`config.mk`:
```
export PLATFORM = sky130hd
export DESIGN_NAME = uart_tx_buffered
export DESIGN_NICKNAME = d
export VERILOG_FILES = /design/src/rtl/uart_pkg.sv /design/src/rtl/uart_byte_fifo.sv /design/src/rtl/uart_tx_buffered.sv
export SDC_FILE = /design/constraint.sdc
export NUM_CORES = 1
export LEC_CHECK = 0
export CORE_UTILIZATION = 40
export CTS_CLUSTER_SIZE = 8
export DETAILED_ROUTE_END_ITERATION = 10
export PLACE_DENSITY_LB_ADDON = 0.05
export SETUP_SLACK_MARGIN = 0.2
export SKIP_LAST_GASP = 1
export SYNTH_ARGS = -nofsm -noshare
export SYNTH_HDL_FRONTEND = slang
export SYNTH_SLANG_ARGS = --single-unit
```
`constraint.sdc`:
```
create_clock -name clk_100mhz -period 9.3 [get_ports clk_100mhz]
set_clock_uncertainty 0.2 [all_clocks]
set_input_delay 2.325 -clock clk_100mhz [delete_from_list [all_inputs] [get_ports clk_100mhz]]
set_output_delay 2.325 -clock clk_100mhz [all_outputs]
set_load 0.01 [all_outputs]
```
`src/rtl/uart_pkg.sv`:
```
// uart_pkg: shared UART framing constants and transmitter state encoding
package uart_pkg;
  localparam int UART_DATA_BITS = 8;
  localparam logic UART_START_LVL = 1'b0;
  localparam logic UART_STOP_LVL = 1'b1;
  localparam logic UART_IDLE_LVL = 1'b1;
  typedef enum logic [1:0] {IDLE, START, DATA, STOP} uart_tx_state_t;
endpackage

```
`src/rtl/uart_byte_fifo.sv`:
```
// uart_byte_fifo: byte FIFO with head data visible combinationally
// ports: clk/rst (async active-high flush), push/din write, pop/dout read head,
//        count occupancy, full/empty flags
module uart_byte_fifo #(
  parameter int DEPTH = 16
) (
  input  logic                     clk,
  input  logic                     rst,
  input  logic                     push,
  input  logic                     pop,
  input  logic [7:0]               din,
  output logic [7:0]               dout,
  output logic [$clog2(DEPTH):0]   count,
  output logic                     full,
  output logic                     empty
);
  localparam int AW = $clog2(DEPTH);
  logic [7:0] mem_q [DEPTH];
  logic [AW-1:0] rptr_q, wptr_q;
  logic [AW:0] count_q;
  logic wr, rd;
  assign full = count_q == (AW+1)'(DEPTH);
  assign empty = count_q == '0;
  assign wr = push && !full;
  assign rd = pop && !empty;
  assign dout = mem_q[rptr_q];
  assign count = count_q;
  always_ff @(posedge clk) begin
    if (wr) mem_q[wptr_q] <= din;
  end
  always_ff @(posedge clk or posedge rst) begin
    if (rst) begin
      rptr_q <= '0;
      wptr_q <= '0;
      count_q <= '0;
    end else begin
      if (wr) wptr_q <= wptr_q + 1'b1;
      if (rd) rptr_q <= rptr_q + 1'b1;
      count_q <= count_q + (AW+1)'(wr) - (AW+1)'(rd);
    end
  end
endmodule

```
`src/rtl/uart_tx_buffered.sv`:
```
// uart_tx_buffered: FIFO-buffered 8N1 UART transmitter with internal baud divider
// ports: clk_100mhz/rst (async active-high), txbyte/txvalid/txready push handshake,
//        ftdi_tx serial line (idle high), busy, fifo_count queued bytes
module uart_tx_buffered
  import uart_pkg::*;
#(
  parameter int CLK_HZ = 100_000_000,
  parameter int BAUD   = 9600,
  parameter int DEPTH  = 16
) (
  input  logic                   clk_100mhz,
  input  logic                   rst,
  input  logic [7:0]             txbyte,
  input  logic                   txvalid,
  output logic                   txready,
  output logic                   ftdi_tx,
  output logic                   busy,
  output logic [$clog2(DEPTH):0] fifo_count
);
  localparam int CLKS_PER_BIT = CLK_HZ / BAUD;
  localparam int CW = $clog2(CLKS_PER_BIT);
  uart_tx_state_t state_q, state_d;
  logic [CW-1:0] cnt_q, cnt_d;
  logic [2:0] idx_q, idx_d;
  logic [7:0] shift_q, shift_d;
  logic tx_q, tx_d;
  logic pop, full, empty, last;
  logic [7:0] head;
  uart_byte_fifo #(.DEPTH(DEPTH)) u_fifo (
    .clk(clk_100mhz),
    .rst(rst),
    .push(txvalid && txready),
    .pop(pop),
    .din(txbyte),
    .dout(head),
    .count(fifo_count),
    .full(full),
    .empty(empty)
  );
  assign txready = !full;
  assign last = cnt_q == CW'(CLKS_PER_BIT - 1);
  assign busy = (state_q != IDLE) || (fifo_count != '0);
  assign ftdi_tx = tx_q;
  always_comb begin
    state_d = state_q;
    cnt_d = last ? '0 : cnt_q + 1'b1;
    idx_d = idx_q;
    shift_d = shift_q;
    pop = 1'b0;
    case (state_q)
      IDLE: begin
        cnt_d = '0;
        pop = !empty;
        shift_d = empty ? shift_q : head;
        state_d = empty ? IDLE : START;
      end
      START: begin
        idx_d = last ? '0 : idx_q;
        state_d = last ? DATA : START;
      end
      DATA: begin
        shift_d = last ? shift_q >> 1 : shift_q;
        idx_d = last ? idx_q + 1'b1 : idx_q;
        state_d = (last && idx_q == 3'(UART_DATA_BITS - 1)) ? STOP : DATA;
      end
      STOP: begin
        // chain straight into the next start bit when more data is queued
        pop = last && !empty;
        shift_d = (last && !empty) ? head : shift_q;
        state_d = !last ? STOP : empty ? IDLE : START;
      end
      default: state_d = IDLE;
    endcase
    // the pin is registered from the next state so the start bit appears on the pop edge
    tx_d = state_d == START ? UART_START_LVL :
           state_d == DATA  ? shift_d[0] :
           state_d == STOP  ? UART_STOP_LVL : UART_IDLE_LVL;
  end
  always_ff @(posedge clk_100mhz or posedge rst) begin
    if (rst) begin
      state_q <= IDLE;
      cnt_q <= '0;
      idx_q <= '0;
      shift_q <= '0;
      tx_q <= UART_IDLE_LVL;
    end else begin
      state_q <= state_d;
      cnt_q <= cnt_d;
      idx_q <= idx_d;
      shift_q <= shift_d;
      tx_q <= tx_d;
    end
  end
endmodule

```
==> results.py, run 1 <==
metrics = {
    "status": {
        "outcome": "finished, final reports clean",
    },
    "worst_setup_path": {
        "reg2reg_to": "u_fifo.count[4]",
        "endpoint": "busy",
        "reg2reg_depth": 15,
        "crit_type": "reg -> out",
        "crit_slowest_cell": "nor4b_2",
        "r2r-start": "cnt_q[0]",
        "startpoint": "u_fifo.count[2]",
        "setup.worst_path.end_class": "output port",
        "required_ps": 6780,
        "crit_path_start_kind": "flop",
        "cp_cell_sequence": "inv_1 -> ha_1 -> nor4b_2 -> nand2_1 -> clkdlybuf4s50_1",
        "ff2ff_setup_slack_ps": 5870,
        "worst_path_largest_cell_delay_ps": 680,
        "critPathArrivalTime_ps": 2390,
        "path_max_fanout": 8,
    },
    "sta": {
        "relSlewSlack": 0.368,
        "worst_pin_slew_ps": 940,
        "grt_setup_unrepaired": "no",
        "holdWs_ps": 276,
        "setup_tns_ps": 0,
        "hold_viol": 0,
        "maxSlewViolCount": 0,
        "final.period_utilization": 0.529,
        "max_freq_mhz": 203,
        "setup_viol": 0,
        "fin_crit_ps": 4920,
    },
    "clock_network": {
        "path_clk_slew_ps": 60,
        "cts_max_path_buffers": 2,
        "cts.sinks": 169,
        "postCtsHoldBufs": 0,
        "post-cts-setup-buffers": 0,
        "post_cts_resized": 0,
        "htree_num_levels": 4,
        "cts_buffers": 17,
        "clk_latency_ps": 430,
        "cts_tree": "done",
        "root_buffer": "clkbuf_16",
    },
    "placed_design": {
        "place_area_um2": 7610,
        "dp_hpwl_mm": 10.4,
        "gp_congestion": 0.770,
        "port_buffers": 18,
    },
    "yosys": {
        "seq_area_frac_synth": 0.672,
        "synth_flop_cell": "edfxtp_1",
        "synth_fp_nets": 483,
        "synthCells": 452,
        "syn_area_per_cell_um2": 16.0,
        "yosysWarnings": 0,
        "ys_types": 55,
        "netlist_area_um2": 7240,
        "async_reset_ff_frac": 0.243,
        "synth-edff-count": 128,
        "ys_ff_latch": 169,
    },
    "global_route": {
        "busiest_layer": "met2",
        "grtUsageMet2": 0.288,
        "grt-ovfl-total": 0,
        "grtUsageTotal": 0.184,
        "met3_usage": 0.0448,
        "grt_max_degree": 46,
        "grt_pass1_vias": 3834,
        "grt_antenna_before_repair": 0,
        "grt_pass1_wl_mm": 23.9,
        "gr-usage-met1": 0.253,
    },
    "final_layout": {
        "diodes": 0,
        "layout-drive-gt1-share": 0.135,
        "area_delta_synth_final_pct": 13.2,
        "design_area_um2": 8200,
        "fin_util": 0.469,
        "final_cell_mix": "edfxtp_1, dfrtp_1, nor2_1, mux2i_1, nand2_1",
        "final_common_cell": "edfxtp_1",
        "multi_input_area_um2": 2170,
        "fillers": 1473,
        "seq_area_um2": 4870,
        "final_nets": 502,
    },
    "die": {
        "fp.dieArea_um2": 18700,
        "die_h_um": 137,
        "io_pins": 19,
        "core_um2": 17500,
        "rows": 48,
        "initial_core_util": 0.414,
        "die_w_um": 137,
    },
    "drt": {
        "dr.pass1.iters": 4,
        "wl_per_cell_um": 21.7,
        "ant_nets": 0,
        "num_vias": 3772,
        "drt-initial-drc-count": 234,
        "via_per_inst": 5.33,
        "wirelength_mm": 15.4,
        "route.detailed.drc": 0,
    },
    "pwr": {
        "p_per_area_nw_per_um2": 230,
        "total_power_w": 0.00189,
        "max-vdd-ir-drop_uv": 159,
        "p_leak_nw": 3.06,
    },
    "hold_path": {
        "hp-class": "reg -> reg",
    },
    "flow_run": {
        "drv_cap": 0,
    },
}
## worst min-delay path by stage
stage                     cells past startpoint          to  startpoint  slack, ps
final                                         1    cnt_q[0]    cnt_q[0]        280
after global routing                          1  shift_q[7]  shift_q[7]        290
after CTS                                     1    cnt_q[0]    cnt_q[0]        280
after detailed placement                      1  shift_q[7]  shift_q[7]        270
after global placement                        2  shift_q[5]  shift_q[5]        270
after floorplan                               1    cnt_q[0]    cnt_q[0]        250
## worst max-delay path, delay by kind of cell, from the launching register on
| kind | cells | cell delay, ps |
|---|---|---|
| buffers and inverters | 2 | 590 |
| adders and majority gates | 1 | 180 |
| DFF | 1 | 400 |
| and+or+nand+nor | 2 | 790 |
## flip-flops by register name (all words and copies together) (netlist names)
| register | flops |
|---|---|
| cnt_q | 14 |
| ftdi_tx | 1 |
| idx_q | 3 |
| shift_q | 8 |
| state_q | 2 |
| u_fifo.count | 5 |
| u_fifo.mem_q | 128 |
| u_fifo.rptr_q | 4 |
| u_fifo.wptr_q | 4 |
## cells in the mapped netlist (3+ instances only)
cell | instances | area, um2
ha_1 | 19 | 238
xor2_1 | 9 | 78.8
a221oi_1 | 14 | 123
o21a_1 | 4 | 30.0
a21o_1 | 3 | 22.5
nor2_1 | 23 | 86.3
clkbuf_1 | 8 | 30.0
o21ai_0 | 6 | 30.0
nand4_1 | 7 | 43.8
dfrtp_1 | 40 | 1000
and4_1 | 3 | 26.3
nor2b_1 | 4 | 25.0
inv_1 | 21 | 78.8
or3_1 | 3 | 18.8
and2_1 | 12 | 75.1
nor3b_1 | 3 | 22.5
mux4_2 | 20 | 450
buf_6 | 3 | 33.8
nand2_1 | 21 | 78.8
nand3_1 | 6 | 30.0
xnor2_1 | 11 | 96.3
edfxtp_1 | 128 | 3840
mux4_1 | 4 | 105
o221ai_1 | 5 | 43.8
a21oi_1 | 7 | 35.0
mux2i_1 | 23 | 230
nor4_1 | 4 | 25.0
buf_2 | 4 | 20.0
## routing by layer
| layer | part of all wire | wire, um | vias up |
|---|---|---|---|
| met4 | 0.0088 | 135 | 0 |
| met5 | 0 | 0 | - |
| met3 | 0.038 | 586 | 8 |
| li1 | - | - | 1770 |
| met1 | 0.46 | 7050 | 1922 |
| met2 | 0.49 | 7600 | 72 |
## cell families after synthesis
logic type	after synthesis	synth area share
AOI/OAI and AO/OA	53	0.0549
xor gates and xnor gates	20	0.0242
adders and majority gates	20	0.0356
buffers and inverters	45	0.0311
DFF	169	0.672
muxes	49	0.112
and+or+nand+nor	96	0.0701
## area by class of cell
cell class | count | share of cell area
multi-input cells | 238 | 0.265
inverters | 25 | 0.0114
repair buffers | 20 | 0.0238
clock buffers | 17 | 0.0519
clock inverters | 14 | 0.0197
well taps | 225 | 0.0343
flip-flops and latches | 169 | 0.594
## power breakdown
group	internal, W	switching (W)	leakage [nW]	total [W]
clock	0.000401	0.000302	0.288	0.000703
combinational	0.000102	0.000144	1.11	0.000247
sequential	0.000893	0.0000449	1.67	0.000938
total	0.00140	0.000491	3.06	0.00189
## stage by stage
stage / std cells / worst slack (ps)
finish: 708 / 4380
global route: 708 / 4210
floorplan: 452 / 5410
CTS: 708 / 4320
detailed placement: 677 / 4650
global placement: 677 / 4710
Power figures use the tool's default switching activity.
==> run 2: changes to the inputs <==
==> constraint.sdc (replaced) <==
create_clock -name clk_100mhz -period 4.1 [get_ports clk_100mhz]
set_clock_uncertainty 0.2 [all_clocks]
set_input_delay 1.025 -clock clk_100mhz [delete_from_list [all_inputs] [get_ports clk_100mhz]]
set_output_delay 1.025 -clock clk_100mhz [all_outputs]
set_load 0.01 [all_outputs]
==> results.py, run 2 (synthesis results as in run 1) <==
metrics = {
    "status": {
        "outcome": "finished, final reports clean",
    },
    "worst_setup_path": {
        "crit_path_start_kind": "flop",
        "crit_type": "reg -> reg",
        "crit_slowest_cell": "and4_1",
        "crit_family": "simple AND/OR/NAND/NOR gates",
        "worst_path_largest_cell_delay_ps": 470,
        "setup.worst_path.end_class": "flop",
        "required_ps": 4210,
        "path_depth": 15,
        "critPathArrivalTime_ps": 3570,
        "r2r-start": "cnt_q[0]",
        "startpoint": "cnt_q[0]",
        "path_buf_inv": 3,
        "cp_cell_sequence": "ha_1 -> and4_1 -> and4_1 -> a21o_1 -> and2_1 -> ha_1 -> inv_1 -> ha_1 -> inv_1 -> fa_1 -> inv_1 -> a21oi_1 -> nor2_1 -> nor2_1 -> xnor2_1",
        "path_max_fanout": 15,
        "reg2reg_depth": 15,
    },
    "final_layout": {
        "final_common_cell": "edfxtp_1",
        "final_nets": 508,
        "largest_reg_flops": 128,
        "fillers": 1496,
        "design_area_um2": 8240,
        "area_delta_synth_final_pct": 13.7,
        "finalNonFillerCells": 715,
        "fin_util": 0.471,
        "reg.largest.list": "u_fifo.mem_q (128), cnt_q (14), shift_q (8)",
        "top_register": "u_fifo.mem_q",
        "layout-drive-gt1-share": 0.145,
        "final_cell_mix": "edfxtp_1, dfrtp_1, nor2_1, mux2i_1, nand2_1",
        "diodes": 0,
    },
    "sta": {
        "maxSlewViolCount": 0,
        "worst_pin_slew_ps": 902,
        "setup_viol": 0,
        "holdWs_ps": 284,
        "relSlewSlack": 0.398,
        "final.period_utilization": 0.843,
        "max_freq_mhz": 289,
        "fin_crit_ps": 3460,
        "grt_setup_unrepaired": "no",
        "hold_viol": 0,
        "setup_tns_ps": 0,
    },
    "drt": {
        "route.detailed.drc": 0,
        "wirelength_mm": 14.8,
        "drt-initial-drc-count": 218,
        "ant_nets": 0,
        "wl_per_cell_um": 20.7,
        "dr.pass1.iters": 5,
        "num_vias": 3820,
        "via_per_inst": 5.34,
    },
    "hold_path": {
        "hold_start": "shift_q[7]",
        "hp-class": "reg -> reg",
        "min_path_cells": 1,
    },
    "die": {
        "fp.dieArea_um2": 18700,
        "core_um2": 17500,
        "rows": 48,
        "initial_core_util": 0.414,
        "die_h_um": 137,
        "io_pins": 19,
        "die_w_um": 137,
    },
    "placed_design": {
        "gp_congestion": 0.738,
        "dp_hpwl_mm": 9.96,
        "place_area_um2": 7670,
        "port_buffers": 18,
        "dp.cells": 683,
    },
    "pwr": {
        "max-vdd-ir-drop_uv": 285,
        "p_leak_nw": 3.09,
        "p_per_area_nw_per_um2": 510,
    },
    "global_route": {
        "gr-usage-met1": 0.250,
        "grt-ovfl-total": 0,
        "grtUsageMet2": 0.273,
        "busiest_layer": "met2",
        "grt_antenna_before_repair": 0,
        "grt_pass1_vias": 4012,
        "grtUsageTotal": 0.178,
        "met3_usage": 0.0422,
        "grt_pass1_wl_mm": 23.5,
        "grt_max_degree": 42,
    },
    "clock_network": {
        "post-cts-setup-buffers": 0,
        "cts_max_path_buffers": 2,
        "clk_latency_ps": 430,
        "root_buffer": "clkbuf_16",
        "cts.sinks": 169,
        "htree_num_levels": 4,
        "cts_tree": "done",
        "cts_buffers": 17,
        "postCtsHoldBufs": 0,
        "post_cts_resized": 0,
        "path_clk_slew_ps": 70,
    },
    "flow_run": {
        "drv_cap": 0,
    },
}
==> run 2: per-layer routing <==
| metal | vias up | wire (um) |
|---|---|---|
| met4 | 0 | 129 |
| met1 | 1964 | 7260 |
| met2 | 51 | 7010 |
| met5 | - | 0 |
| li1 | 1793 | - |
| met3 | 12 | 419 |
==> run 2: worst register-to-register path: cells and delay by family, from the launching register on <==
| family | cells | cell delay (ps) |
|---|---|---|
| and+or+nand+nor | 5 | 1100 |
| AOI/OAI and AO/OA | 2 | 300 |
| xor gates and xnor gates | 1 | 110 |
| buffers and inverters | 3 | 190 |
| adders and majority gates | 4 | 1040 |
| DFF | 1 | 400 |
==> run 2: where the power goes <==
group / switching (W) / total (W) / internal, W / leakage (nW)
Clock: 0.000727 / 0.00153 / 0.000801 / 0.277
Sequential: 0.0000964 / 0.00212 / 0.00202 / 1.67
Combinational: 0.000314 / 0.000552 / 0.000238 / 1.15
==> run 2: metrics by stage <==
stage / setup WS [ps] / total power (W)
final: 643 / 0.00420
after CTS: 638 / 0.00424
after global placement: 756 / 0.00272
after global routing: 383 / 0.00439
after floorplan: 1120 / 0.00247
after detailed placement: 647 / 0.00272
==> run 2: cell type report <==
cell class	instances	area [um2]	share of cell area
clock inverter	15	140	0.0170
inverter	25	93.8	0.0114
tap	225	282	0.0342
multi-input combinational	238	2170	0.264
clock buffer	17	425	0.0516
timing repair buffer	26	253	0.0307
sequential	169	4870	0.591
==> run 2: path summary, 6_finish.rpt <==
| kind | to | slack [ps] |
|---|---|---|
| hold / removal | shift_q[7] | 280 |
| hold reg to reg | shift_q[7] | 280 |
| setup / recovery | u_fifo.count[4] | 640 |
| setup reg to reg | u_fifo.count[4] | 640 |
| min in group asynchronous | u_fifo.count[0] | 910 |
| max in group asynchronous | u_fifo.rptr_q[0] | 2170 |
==> RTL change, RTL diff (config.mk and constraints of run 2) <==
Put a register stage on the output `fifo_count`, cleared by the reset. The value now appears one clock later. The other outputs are not delayed to match.
--- a/src/rtl/uart_tx_buffered.sv
+++ b/src/rtl/uart_tx_buffered.sv
@@ -20,4 +20,6 @@
   localparam int CLKS_PER_BIT = CLK_HZ / BAUD;
   localparam int CW = $clog2(CLKS_PER_BIT);
+
+  logic [$clog2(DEPTH):0] fifo_count_d;
   uart_tx_state_t state_q, state_d;
   logic [CW-1:0] cnt_q, cnt_d;
@@ -34,5 +36,5 @@
     .din(txbyte),
     .dout(head),
-    .count(fifo_count),
+    .count(fifo_count_d),
     .full(full),
     .empty(empty)
@@ -40,5 +42,5 @@
   assign txready = !full;
   assign last = cnt_q == CW'(CLKS_PER_BIT - 1);
-  assign busy = (state_q != IDLE) || (fifo_count != '0);
+  assign busy = (state_q != IDLE) || (fifo_count_d != '0);
   assign ftdi_tx = tx_q;
   always_comb begin
@@ -92,4 +94,12 @@
     end
   end
+  always_ff @(posedge clk_100mhz or posedge rst) begin
+    if (rst) begin
+      fifo_count <= '0;
+    end else begin
+      fifo_count <= fifo_count_d;
+    end
+  end
+
 endmodule
 
Formal check against the unedited RTL: not equivalent (a bounded check fails within 4 cycles, from zero or initial values and one cycle with rst high).
==> RTL change against run 2 <==
  * Area after synthesis is 1.4% higher
  * Worst setup slack better by 90 ps
  * Largest cell class unchanged
  * Clock power is 3% higher
  * Cell area is 2.6% higher
  * Routed wire length is 3.0% lower
  * Sequential cell count is 5 higher
  * Total power is 3.5% higher
==> RTL change: results (changes against run 2) <==
Synth async-reset ratio=26.4% (+2.2 points); worst min-delay path class=reg -> reg; status=complete, no violations; final instance area=8450 um2 (+2.6%); register area share after synthesis=68.0% (+0.75 points); crit-path max cell delay=570 ps (+100 ps); Worst R2R Path Depth=14 (-1); met3 wire len=743 um (+77%); M1 WL=6770 um (-6.7%); Hold Crit Endpoint=fifo_count[2]; register share of the cell area=59.1% (about the same); # nets final=497 (-2.2%); met3 GRT Util=3.27% (-0.95 points); synth top area cells=edfxtp_1, dfrtp_1, mux4_2; Clock Tree Root=clkbuf_16; number of global-route vias before repair=3715 (-7.4%); reg2reg setup slack=730 ps (+90 ps); multi-input gate share of total cell area=25.8% (-0.53 points); Synth Register Bits=174 (+3.0%); Lkg Pwr=3.04 nW (-1.6%); DR vias/cell=5.14 (-3.8%); Post-Syn Nets=463 (-4.1%); largest net degree at the start of global routing=34 (-19%); HP Start=u_fifo.count[2]; Worst slew margin=44.7% (+4.9 points); Inverters=31 (+24%); Fill cells=1562 (+4.4%); WP data arrival=3470 ps (-100 ps); Sequential Power=2.20 mW (+4%); PD cells=514 nW/um2 (+0.86%); Clk pwr share=36.2% (-0.2 points); Hold Crit Depth=0 (-1); dpl hpwl=9360 um (-6.1%); pre-CTS setup slack=706 ps (+58.8 ps); buffering overhead=3.37% (+0.31 points); first-pass GRT wire length=22300 um (-5.3%); DR pass1 iterations=4 (-1); global routing met1 resource utilization=24.3% (-0.67 points); clock-cell share of area=6.91% (+0.046 points); met2 wire length=6580 um (-6.2%); Setup crit end=u_fifo.count[4]; NetSw=1.14 mW (+0.12%); Final GP Congestion=0.748 (+1.3%); Max VDD drop=0.300 mV (+5.3%); Total Wirelength=14400 um (-3.0%); CP Launch Point=cnt_q[6]; share of cells above drive strength 1=21.9% (+7.4 points); Crit Path Max Fanout=5 (-10); Repair and plain buffers=32 (+23%); GRT Total Usage=16.9% (-0.94 points); I/O Buffers=18 (unchanged); Tmin final=3370 ps (-89.7 ps); Multi-In Gates=210 (-12%); worst r2r src=cnt_q[6]; Placement Cell Area=7870 um2 (+2.6%); met2 Use GR=24.3% (-3.0 points); Slowest-stage cell, CP=or4b_4; cts repair resizes=0 (unchanged); 1st-iter DRT viols=242 (+11%); top post-synthesis cells by count=edfxtp_1, dfrtp_1, mux4_2, inv_1, nor2_1
-- RTL change: changes by cell type in the layout (fill, tap and decap cells not counted), moves of 4 or more --
cell / before / now
a221oi_1: 14 / 0
buf_4: 7 / 14
dfrtp_1: 39 / 44
inv_1: 20 / 29
mux2i_1: 23 / 6
mux4_1: 4 / 0
mux4_2: 20 / 39
o21a_1: 4 / 0
-- RTL change: kinds of logic after synthesis --
family,after synthesis,share of synthesized area (%)
buffers and inverters,48,2.69
XOR/XNOR,20,2.38
adder cells (fa/ha/maj),20,3.51
AO/OA/AOI/OAI,31,3.12
multiplexers,48,13.3
flip-flops,174,68.0
AND/OR/NAND/NOR,91,7.02
-- RTL change: per-stage QoR --
stage	hold slack (ps)	std cells
4_1_cts	220	708
3_3_place_gp	205	676
2_1_floorplan	175	432
5_1_grt	232	708
6_report	213	708
3_5_place_dp	203	676
